[src/rtl/ring_output.sv]
`default_nettype none
// ============================================================================
// Module   : ring_output
// Purpose  : Ring router output channel. Per-VC round-robin arbitration between
//            the PE and ring requesters, a one-entry buffer per VC, and a
//            polarity-split drain onto the outgoing link.
// Revision : 1.0 - initial release
// ============================================================================
module ring_output #(
    parameter int DATA_WIDTH = 64,
    parameter int HOP_MSB    = 55,
    parameter int HOP_LSB    = 48
) (
    input  logic                  clk,
    input  logic                  rst,
    input  logic                  i_polarity,
    input  logic                  i_req_ring_even,
    input  logic                  i_req_ring_odd,
    input  logic                  i_req_pe_even,
    input  logic                  i_req_pe_odd,
    input  logic [DATA_WIDTH-1:0] i_data_ring_even,
    input  logic [DATA_WIDTH-1:0] i_data_ring_odd,
    input  logic [DATA_WIDTH-1:0] i_data_pe_even,
    input  logic [DATA_WIDTH-1:0] i_data_pe_odd,
    output logic                  o_grant_ring_even,
    output logic                  o_grant_ring_odd,
    output logic                  o_grant_pe_even,
    output logic                  o_grant_pe_odd,
    output logic                  o_so,
    input  logic                  i_ro,
    output logic [DATA_WIDTH-1:0] o_do
);

    // VC index 0 = even, 1 = odd. The internal VC index equals polarity.
    logic [1:0]            w_req_ring;
    logic [1:0]            w_req_pe;
    logic [DATA_WIDTH-1:0] w_data_ring [2];
    logic [DATA_WIDTH-1:0] w_data_pe   [2];
    logic [1:0]            w_gnt_ring;
    logic [1:0]            w_gnt_pe;
    logic [1:0]            w_full;
    logic [DATA_WIDTH-1:0] w_buf       [2];
    logic                  w_ext_idx;
    logic [DATA_WIDTH-1:0] w_out;

    assign w_req_ring     = {i_req_ring_odd, i_req_ring_even};
    assign w_req_pe       = {i_req_pe_odd, i_req_pe_even};
    assign w_data_ring[0] = i_data_ring_even;
    assign w_data_ring[1] = i_data_ring_odd;
    assign w_data_pe[0]   = i_data_pe_even;
    assign w_data_pe[1]   = i_data_pe_odd;
    assign w_ext_idx      = ~i_polarity;

    generate
        for (genvar v = 0; v < 2; v++) begin : g_vc
            localparam logic c_VC_ID = 1'(v);

            logic                  r_full;
            logic                  r_prio;
            logic [DATA_WIDTH-1:0] r_buf;
            logic                  w_fillable;
            logic                  w_fill;
            logic                  w_drain;

            assign w_fillable    = ~rst & ~r_full & (i_polarity == c_VC_ID);
            // prio=0 prefers ring, prio=1 prefers PE; only matters under contention
            assign w_gnt_ring[v] = w_fillable & w_req_ring[v] & (~w_req_pe[v] | ~r_prio);
            assign w_gnt_pe[v]   = w_fillable & w_req_pe[v] & (~w_req_ring[v] | r_prio);
            assign w_fill        = w_gnt_ring[v] | w_gnt_pe[v];
            assign w_drain       = o_so & (w_ext_idx == c_VC_ID);
            assign w_full[v]     = r_full;
            assign w_buf[v]      = r_buf;

            always_ff @(posedge clk) begin
                if (rst) begin
                    r_full <= 1'b0;
                    r_prio <= 1'b0;
                    r_buf  <= '0;
                end else if (w_fill) begin
                    r_full <= 1'b1;
                    r_buf  <= w_gnt_pe[v] ? w_data_pe[v] : w_data_ring[v];
                    if (w_req_ring[v] && w_req_pe[v]) begin
                        r_prio <= w_gnt_ring[v];
                    end
                end else if (w_drain) begin
                    r_full <= 1'b0;
                end
            end
        end
    endgenerate

    assign o_grant_ring_even = w_gnt_ring[0];
    assign o_grant_ring_odd  = w_gnt_ring[1];
    assign o_grant_pe_even   = w_gnt_pe[0];
    assign o_grant_pe_odd    = w_gnt_pe[1];

    assign o_so = w_full[w_ext_idx] & i_ro & ~rst;

    // Hop count is decremented by halving the hop field on the way out
    always_comb begin
        w_out                  = w_buf[w_ext_idx];
        w_out[HOP_MSB:HOP_LSB] = w_out[HOP_MSB:HOP_LSB] >> 1;
        o_do                   = o_so ? w_out : '0;
    end

endmodule
`default_nettype wire
[config.mk]
export PLATFORM = sky130hd
export DESIGN_NAME = ring_output
export DESIGN_NICKNAME = d
export VERILOG_FILES = /design/src/rtl/ring_output.sv
export SDC_FILE = /design/constraint.sdc
export NUM_CORES = 1
export LEC_CHECK = 0
export ABC_AREA = 1
export BUFFER_PORTS_ARGS = -buffer_cell sky130_fd_sc_hd__buf_2
export CAP_MARGIN = 0
export CORE_MARGIN = 2
export CORE_UTILIZATION = 54
export DETAILED_ROUTE_END_ITERATION = 6
export GPL_TIMING_DRIVEN = 0
export PLACE_DENSITY_LB_ADDON = 0.25
export SYNTH_ARGS = -nofsm -noshare
export SYNTH_HDL_FRONTEND = slang
export SYNTH_SLANG_ARGS = --single-unit
[constraint.sdc]
create_clock -name clk -period 4.36 [get_ports clk]
set_clock_uncertainty 0.15 [all_clocks]
set_input_delay 0.872 -clock clk [delete_from_list [all_inputs] [get_ports clk]]
set_output_delay 0.872 -clock clk [all_outputs]
set_load 0.1 [all_outputs]
## Yosys cells after proc, flatten, opt, wreduce, memory -nomap -nowiden

Cells that the tools add are included.

- Div/mod/pow operators: 0
- Shift-type cells: 0
- Eq/ne operators: 0
- Order comparisons: 2
- Bitwise gates (word level): 33
- Multiply operators: 0
- Reduce and logical (&&, ||, !) cells: 6
- $add $sub $neg: 0
- Muxes and demuxes: 12

Operators by type and width:

| cell | count |
|---|---|
| 2-to-1 mux 64 bit | 6 |
| AND 1 bit | 16 |
| NOT 1 bit | 10 |
| 2-to-1 mux 1 bit | 6 |
| bitwise OR 1 bit | 6 |
| AND reduction 2 bit | 2 |
| nonzero test 2 bit | 2 |
| greater-or-equal comparator 2 bit, second input constant | 1 |
| logical AND 1 bit | 2 |
| < comparator 1 x 2 -> 1 bit, second input constant | 1 |
| NOT 1 -> 2 bit | 1 |

- Memory bits (read-only): 0
- Latch bits: 0
- Bits of input ports: 264
- Bits in writable memories: 0
- Memories kept: 0
- Register bits after elaboration: 132
- Word-level logic and storage cells: 59
- Output and inout port bits: 69

## Longest topological paths before layout

Gate-level depths: netlist of run 1.

- Depth in word-level cells: 8
- Mapped depth: 10
- Gate-level depth less buffers: 8

## Least setup slack after synthesis of run 1

Ideal clock, no wire load.

- Kind: input-to-output
- From: input port i_polarity
- To: output port o_do[58]
- Stages: 4
- Buffers on the path: 2
- Arrival: 2799 ps
- Required time: 3338 ps
- Path slack: 539 ps
- Path through: clkbuf_1 > clkbuf_1 > a21oi_1 > nor2_1

- Longest elaborated chain between the ends: 6
- Elaborated cells on any way between the ends: 10
- Those cells by class: mux: 6; bitwise: 4

Ends and longest elaborated chain:

| item | line | text |
|---|---|---|
| start, declared | 16 | `input logic i_polarity,` |
| NOT 1 bit | 52 | `assign w_ext_idx = ~i_polarity;` |
| NOT 1 -> 2 bit (not written as such) | 101 | `w_out = w_buf[w_ext_idx];` |
| 2-to-1 mux 64 bit (not written as such) (3 in series) | 101 |  |
| 2-to-1 mux 64 bit * | 103 | `o_do = o_so ? w_out : '0;` |
| end, declared | 31 | `output logic [DATA_WIDTH-1:0] o_do` |

Mark *: on every way between the ends. The rest lies on a longest branch, timed or not. The select of a mux whose other input is x is not followed.

## Worst setup path in the final report of run 1

- From: input port i_polarity
- To: output port o_do[56]

Same word-level chain as after synthesis.

==> results of run 1 <==
[flip-flops by register name (all words and copies together) (netlist names)]
register and count:
g_vc.r_buf 126, g_vc.r_full 2, g_vc.r_prio 2
[through the flow]
| step | area, µm² | total power [mW] | setup WS (ns) | hold slack (ns) |
|---|---|---|---|---|
| after global placement | 10300 | 2.02 | 0.411 | 0.328 |
| final | 10800 | 3.25 | 0.431 | 0.358 |
| after detailed placement | 10300 | 2.04 | 0.417 | 0.349 |
| after CTS | 10800 | 3.24 | 0.405 | 0.357 |
| after global routing | 10800 | 3.39 | 0.357 | 0.393 |
| after floorplan | 8430 | 1.80 | 0.539 | 0.307 |
[worst paths after layout]
path                                      from                 to  slack [ns]  cells after the start
worst max register to register  g_vc[0].r_prio  g_vc[0].r_buf[25]        2.18                      8
worst min-delay path            g_vc[0].r_prio     g_vc[0].r_prio        0.36                      2
worst min register to register  g_vc[0].r_prio     g_vc[0].r_prio        0.36                      2
worst max-delay path                i_polarity           o_do[56]        0.43                      6
[power by group]
part / total [mW] / switching (mW) / internal [mW]
Combinational: 0.710 / 0.434 / 0.276
Clock: 1.22 / 0.473 / 0.750
Sequential: 1.32 / 0.0353 / 1.28
Total: 3.25 / 0.942 / 2.31
[per-layer routing]
layer / routed length (µm) / share of wire (%)
met3: 1830 / 6.7
met5: 0 / 0
met4: 782 / 2.9
met1: 11400 / 42
met2: 13300 / 49
[area by class of cell]
cell class	instances	area (µm²)
Clock inverter	1	5.00
Buffer	101	465
Timing Repair Buffer	327	1640
Fill cell	1415	4410
Multi-Input combinational cell	1107	4600
Inverter	204	766
Tap cell	188	235
Antenna cell	1	2.50
Sequential cell	130	2600
Clock buffer	25	485
[synth_stat cells, drive strengths merged]
library cell    n
buf            68
inv           204
nand3          64
o21bai          1
clkbuf         33
conb            1
nor2          510
nand4           1
nand2         393
a21boi          2
nand3b         63
a21oi          69
o21ai           3
dfxtp         130
[worst min-delay path, delay by kind of cell, from the launching register on]
family | cells | cell delay, ns
flip-flops | 1 | 0.32
AO/OA/AOI/OAI | 2 | 0.13
[logic make-up after synthesis]
family	Yosys count	share of synthesized area, %
compound gates	75	4.63
flops	130	30.9
simple gates	1031	49.8
buf+inv	305	14.6
other cells	1	0.0445
[cell usage in the layout (no fill, tap or decap)]
cell       instances
nor2_1           509
nand2_1          391
buf_2            384
inv_1            202
dfxtp_1          130
a21oi_1           68
nand3_1           64
nand3b_1          63
clkbuf_1          38
clkbuf_16         17
buf_1              7
buf_4              4
clkbuf_8           3
inv_2              2
o21ai_0            2
diode_2            1
nor2_2             1
o21ai_2            1
a21boi_1           1
nand2_2            1
a21oi_2            1
nand2_4            1
nand4_1            1
a21boi_0           1
o21bai_1           1
conb_1             1
clkinv_2           1
==> flow_metrics.tcl, run 1 <==
set metrics [dict create \
    status "finished clean" \
    syn_inst 1542 \
    drive_gt1_share_pct 22.0 \
    worstPathMaxFanout 10 \
    cts_setup_buffers 0 \
    cts_tree "built" \
    clk_pin_slew_ns 0.05 \
    overflow 0 \
    crit_chain "buf_2 -> clkbuf_1 -> o21ai_2 -> clkbuf_1 -> nor2_1 -> buf_2" \
    drt-initial-drc-count 736 \
    vias_per_cell 4.86 \
    avgSynthCellArea_um2 5.47 \
    ir_worst_vdd_mv 0.276 \
    syn_nets 1806 \
    cts_hold_buf 0 \
    synth_area_leaders "dfxtp_1 (31%), nor2_1 (23%), nand2_1 (17%)" \
    met3_usage_pct 4.45 \
    crit_path_start_kind "primary input" \
    routed_wl_mm 27.3 \
    floorplan.rows 45 \
    yosys.area.top_type "dfxtp_1" \
    grt_max_degree 17 \
    num_io_pins 333 \
    grt.total_usage_pct 32.4 \
    grt_pass1_wl_mm 42.5 \
    cp_top_family "buffers and inverters" \
    vias 10118 \
    yosys_warnings 0 \
    routabilityCongestion 0.903 \
    cpMaxStageDelayCell "clkbuf_1" \
    fmax_mhz 255 \
    period_share_pct 90.1 \
    maxSlewHeadroom_pct 43.0 \
    grtUsageMet1_pct 39.1 \
    required_ns 3.34 \
    hold_viol 0 \
    drv_cap 0 \
    nets 2152 \
    busiest_layer "met2" \
    dieArea_um2 16600 \
    p_per_area_nw_per_um2 301 \
    first_global_vias 9211 \
    numCtsBuffers 17 \
    root_buffer "clkbuf_16" \
    syn2layout_area_growth_pct 28.1 \
    worst_slew_pin_slew_ns 0.854 \
    clk_path_buf_depth 2 \
    drt.antenna.violating_nets 0 \
    netlist.area_leader.share_pct 30.9 \
    core_area_um2 15200 \
    routedWlPerCell_um 13.1 \
    worstSkewPairLatency_ns 0.41 \
    antenna_found_initial 1 \
    synth_cell_types 23 \
    setup_violations 0 \
    rsz0062_at_grt "false" \
    die_w_um 129 \
    slowest_delay_ns 0.53 \
    start_util_pct 55.4 \
    ys_seq_area_share_pct 30.9 \
    clock_sinks 130 \
    crit_type "primary input to primary output" \
    h-tree-depth 4 \
    tns_ns 0 \
    period_minus_slack_ns 3.93 \
    cp.buffers_inverters 4 \
    end_kind "primary output" \
    dp_cells 2057 \
    io_buffers 327 \
    die_h_um 129 \
    detail_route.first_pass.iterations 5 \
    cp_data_arrival_time_ns 2.91 \
    hp-class "flip-flop to flip-flop" \
    stdcell_count 2084 \
    p_leak_nw 6.52 \
    drc 0 \
    cts-resized-gates 0 \
    ys_ff_latch 130 \
    drv_slew 0 \
    synth_area_um2 8430 \
    dp_hpwl_mm 20.9 \
    met2_usage_pct 58.8 \
    final_core_util_pct 71.0 \
]
Note: power is estimated with default switching activity, not from simulation.
==> run 2, diff against run 1 <==
--- a/config.mk
+++ b/config.mk
@@ -12,7 +12,7 @@
 export CORE_UTILIZATION = 54
 export DETAILED_ROUTE_END_ITERATION = 6
 export GPL_TIMING_DRIVEN = 0
-export PLACE_DENSITY_LB_ADDON = 0.25
+export PLACE_DENSITY = 0.88
 export SYNTH_ARGS = -nofsm -noshare
 export SYNTH_HDL_FRONTEND = slang
 export SYNTH_SLANG_ARGS = --single-unit
==> flow_metrics.tcl, run 2 (synthesized netlist as in run 1, its figures left out) <==
set metrics [dict create \
    layout_setup_ws_ns 0.445 \
    pre_cts_slack_ns 0.495 \
    setup_violations 0 \
    largestRegisters "g_vc.r_buf x126, g_vc.r_full x2, g_vc.r_prio x2" \
    vias_per_cell 4.93 \
    worstPathMaxFanout 10 \
    layout_commonest_cell "nor2_1" \
    drv_cap 0 \
    grt_pass1_wl_mm 43.8 \
    drc 0 \
    top_register "g_vc.r_buf" \
    ir_worst_vdd_mv 0.310 \
    h-tree-depth 4 \
    end_kind "primary output" \
    routedWlPerCell_um 13.6 \
    drv_slew 0 \
    final_cell_area_um2 10900 \
    postPlaceCellArea_um2 10300 \
    die_h_um 129 \
    routabilityCongestion 0.967 \
    cpMaxStageDelayCell "clkbuf_1" \
    overflow 0 \
    clock_sinks 130 \
    total_power_mw 3.39 \
    hold_viol 0 \
    largest_reg_flops 126 \
    crit_path_start_kind "primary input" \
    worstSkewPairLatency_ns 0.42 \
    nets 2152 \
    grt_max_degree 17 \
    slowest_delay_ns 0.49 \
    status "finished clean" \
    die_w_um 129 \
    period_share_pct 89.8 \
    routed_wl_mm 28.3 \
    dp_hpwl_mm 21.4 \
    floorplan.rows 45 \
    crit_type "primary input to primary output" \
    dp_cells 2057 \
    vias 10305 \
    cts_hold_buf 0 \
    maxSlewHeadroom_pct 36.1 \
    crit_chain "buf_2 -> clkbuf_1 -> o21ai_2 -> clkbuf_1 -> nor2_1 -> buf_2" \
    root_buffer "clkbuf_16" \
    clk_path_buf_depth 2 \
    io_buffers 327 \
    first_global_vias 9462 \
    required_ns 3.34 \
    drt.antenna.violating_nets 0 \
    period_minus_slack_ns 3.92 \
    drive_gt1_share_pct 22.2 \
    clk_pin_slew_ns 0.05 \
    p_per_area_nw_per_um2 312 \
    worst_slew_pin_slew_ns 0.958 \
    layout_common_cells "nor2_1 (509), nand2_1 (391), buf_2 (384), inv_1 (202), dfxtp_1 (130)" \
    fill_cells 1432 \
    numCtsBuffers 17 \
    start_util_pct 55.4 \
    stdcell_count 2089 \
    cp_data_arrival_time_ns 2.89 \
    fmax_mhz 255 \
    p_leak_nw 6.56 \
    hp-class "flip-flop to flip-flop" \
    grt.total_usage_pct 33.4 \
    cts-resized-gates 0 \
    drt-initial-drc-count 760 \
    rsz0062_at_grt "false" \
    cts_setup_buffers 0 \
    num_io_pins 333 \
    detail_route.first_pass.iterations 6 \
    dieArea_um2 16600 \
    syn2layout_area_growth_pct 28.9 \
    core_area_um2 15200 \
    antenna_found_initial 1 \
    tns_ns 0 \
    cts_tree "built" \
]
run 2: cell type report:
type	instances	area [µm²]	share of cell area, %
sequential	130	2600	24.0
clock buffer	26	509	4.69
tap	188	235	2.17
clock inverter	5	50.0	0.461
antenna	1	2.50	0.0230
buffer	101	465	4.28
inverter	204	766	7.05
timing repair buffer	327	1640	15.1
multi-input combinational	1107	4600	42.3
run 2: worst paths after layout:
| path | slack, ns | depth (start not counted) | endpoint | start |
|---|---|---|---|---|
| worst max-delay path | 0.44 | 6 | o_do[40] | i_polarity |
| worst min-delay path | 0.35 | 2 | g_vc[0].r_prio | g_vc[0].r_prio |
| worst max register to register | 2.11 | 8 | g_vc[0].r_buf[25] | g_vc[0].r_prio |
| worst min register to register | 0.35 | 2 | g_vc[0].r_prio | g_vc[0].r_prio |
run 2: metrics by stage:
stage | util (%) | hold slack (ns)
after floorplan | - | 0.307
after detailed placement | 67.8 | 0.341
after global placement | 67.8 | 0.329
after CTS | 71.4 | 0.349
final | 71.5 | 0.349
after global routing | 71.5 | 0.378
run 2: critical path, delay by kind of cell:
kind | cells | cell delay, ns
AO/OA/AOI/OAI | 1 | 0.35
buffers and inverters | 4 | 1.40
AND/OR/NAND/NOR | 1 | 0.25
run 2: layer usage:
metal  vias to the layer above  GRT usage [%]  part of all wire, %
met1                      4530           40.1                   41
met4                         0           14.5                  3.5
li1                       5253              -                    -
met2                       448           59.0                   49
met5                         -              0                    0
met3                        74           5.20                  6.7
run 2: where the power goes:
group | internal (mW) | total (mW) | leakage, nW | switching, mW
clock | 0.852 | 1.36 | 0.280 | 0.505
combinational | 0.276 | 0.717 | 5.22 | 0.440
sequential | 1.28 | 1.32 | 1.07 | 0.0361
==> run 3, diff against run 2 <==
--- a/config.mk
+++ b/config.mk
@@ -13,6 +13,7 @@
 export DETAILED_ROUTE_END_ITERATION = 6
 export GPL_TIMING_DRIVEN = 0
 export PLACE_DENSITY = 0.88
+export REMOVE_ABC_BUFFERS = 1
 export SYNTH_ARGS = -nofsm -noshare
 export SYNTH_HDL_FRONTEND = slang
 export SYNTH_SLANG_ARGS = --single-unit
==> flow_metrics.tcl, run 3 (synthesized netlist as in run 1, its figures left out) <==
set metrics [dict create \
    vias_per_cell 4.79 \
    end_kind "primary output" \
    cts_tree "built" \
    numCtsBuffers 17 \
    die_w_um 129 \
    maxSlewHeadroom_pct 41.3 \
    min_from "g_vc[0].r_prio" \
    overflow 0 \
    num_io_pins 333 \
    reg2reg_depth 9 \
    routabilityCongestion 0.825 \
    dp_hpwl_mm 16.0 \
    root_buffer "clkbuf_16" \
    p_leak_nw 6.48 \
    layout_commonest_cell "nor2_1" \
    p_int_mw 2.47 \
    antenna_found_initial 0 \
    final_cell_area_um2 10700 \
    drc 0 \
    crit_start "i_polarity" \
    syn2layout_area_growth_pct 27.1 \
    reg2reg_to "g_vc[1].r_buf[21]" \
    vias 9560 \
    worstPathMaxFanout 71 \
    grt.total_usage_pct 27.5 \
    clk_pin_slew_ns 0.05 \
    hold_viol 0 \
    largest_reg_flops 126 \
    top_register "g_vc.r_buf" \
    worstSkewPairLatency_ns 0.41 \
    clock_sinks 130 \
    cts-resized-gates 1 \
    cts_hold_buf 0 \
    floorplan.rows 45 \
    start_util_pct 55.4 \
    drv_cap 0 \
    status "finished clean" \
    setup_violations 0 \
    ir_worst_vdd_mv 0.258 \
    largestRegisters "g_vc.r_buf x126, g_vc.r_full x2, g_vc.r_prio x2" \
    routedWlPerCell_um 11.7 \
    clk_path_buf_depth 2 \
    postPlaceCellArea_um2 10100 \
    endpoint "o_grant_ring_even" \
    dieArea_um2 16600 \
    pwr-share-clk_pct 41.2 \
    holdPathStages 2 \
    antenna_cells 0 \
    ff2ff_setup_slack_ns 1.56 \
    detail_route.first_pass.iterations 6 \
    seq_power_share_pct 38.6 \
    cp_data_arrival_time_ns 3.18 \
    routed_wl_mm 23.4 \
    power_switching_uw 928 \
    h-tree-depth 4 \
    first_global_vias 8426 \
    power_switching_share_pct 27.3 \
    p_per_area_nw_per_um2 318 \
    total_power_mw 3.40 \
    crit_type "primary input to primary output" \
    cts_setup_buffers 0 \
    grt_max_degree 123 \
    period_share_pct 96.4 \
    fmax_mhz 238 \
    core_area_um2 15200 \
    die_h_um 129 \
    period_minus_slack_ns 4.21 \
    drive_gt1_share_pct 20.8 \
    rsz0062_at_grt "false" \
    hp-class "flip-flop to flip-flop" \
    grt_pass1_wl_mm 37.5 \
    nets 2061 \
    io_buffers 327 \
    worst_slew_pin_slew_ns 0.879 \
    crit_path_start_kind "primary input" \
    layout_common_cells "nor2_1 (509), nand2_1 (388), buf_2 (326), inv_1 (202), dfxtp_1 (130)" \
    required_ns 3.34 \
    combPwrFrac_pct 20.3 \
    drv_slew 0 \
    drt-initial-drc-count 650 \
    drt.antenna.violating_nets 0 \
    worstReg2RegStart "g_vc[1].r_prio" \
]
-- run 3: cell count changes in the layout (fill, tap and decap cells not counted), sizes merged --
cell    change
buf        -58
clkbuf     -35
diode       -1
bufinv      +1
clkinv      -1
-- run 3: how the worst min path moves through the flow --
stage / to / slack, ns
after global routing: g_vc[0].r_prio / 0.42
final: g_vc[0].r_prio / 0.38
after detailed placement: g_vc[0].r_prio / 0.37
after floorplan: g_vc[0].r_prio / 0.31
after global placement: g_vc[0].r_prio / 0.33
after CTS: g_vc[0].r_prio / 0.38
-- run 3: per-layer routing --
layer	global-route usage (%)	up-vias	routed length, µm
li1	-	5058	-
met1	32.9	4142	9670
met2	49.4	313	11700
met3	4.57	47	1440
met4	10.9	0	592
met5	0	-	0
-- run 3: final cells by class --
| class | count | area (µm²) |
|---|---|---|
| sequential | 130 | 2600 |
| clock inverter | 5 | 75.1 |
| tap | 188 | 235 |
| fill | 1325 | 4490 |
| timing repair buffer | 337 | 1880 |
| multi-input combinational | 1107 | 4640 |
| clock buffer | 24 | 512 |
| inverter | 204 | 768 |
-- run 3: through the flow --
stage          instances  hold WS (ns)  util, %  setup slack [ns]  TNS, ns
6_report            1995         0.382     70.5             0.155        0
5_1_grt             1995         0.423     70.5            0.0352        0
4_1_cts             1995         0.380     70.5            0.0688        0
3_5_place_dp        1966         0.370     66.6           -0.0866  -0.0866
3_3_place_gp        1956         0.330     64.7             -5.18  -537.04
2_1_floorplan       1441         0.307        -             -2.96  -191.06
-- run 3: critical path, stage by stage --
cell and delay (ns):
buf_6 0.21, buf_16 0.26, inv_2 0.14, nand2_1 0.07, nor2_1 0.42, nand2_4 0.34
buf_12 0.29, inv_1 0.09, buf_2 0.43
-- run 3: power groups by stage --
| stage | sequential, mW | combinational [mW] | clock, mW |
|---|---|---|---|
| after floorplan | 1.33 | 0.455 | 0 |
| after global placement | 1.33 | 0.676 | 0 |
| after detailed placement | 1.34 | 0.683 | 0 |
| after CTS | 1.31 | 0.689 | 1.42 |
| after global routing | 1.32 | 0.778 | 1.47 |
| final | 1.31 | 0.689 | 1.40 |
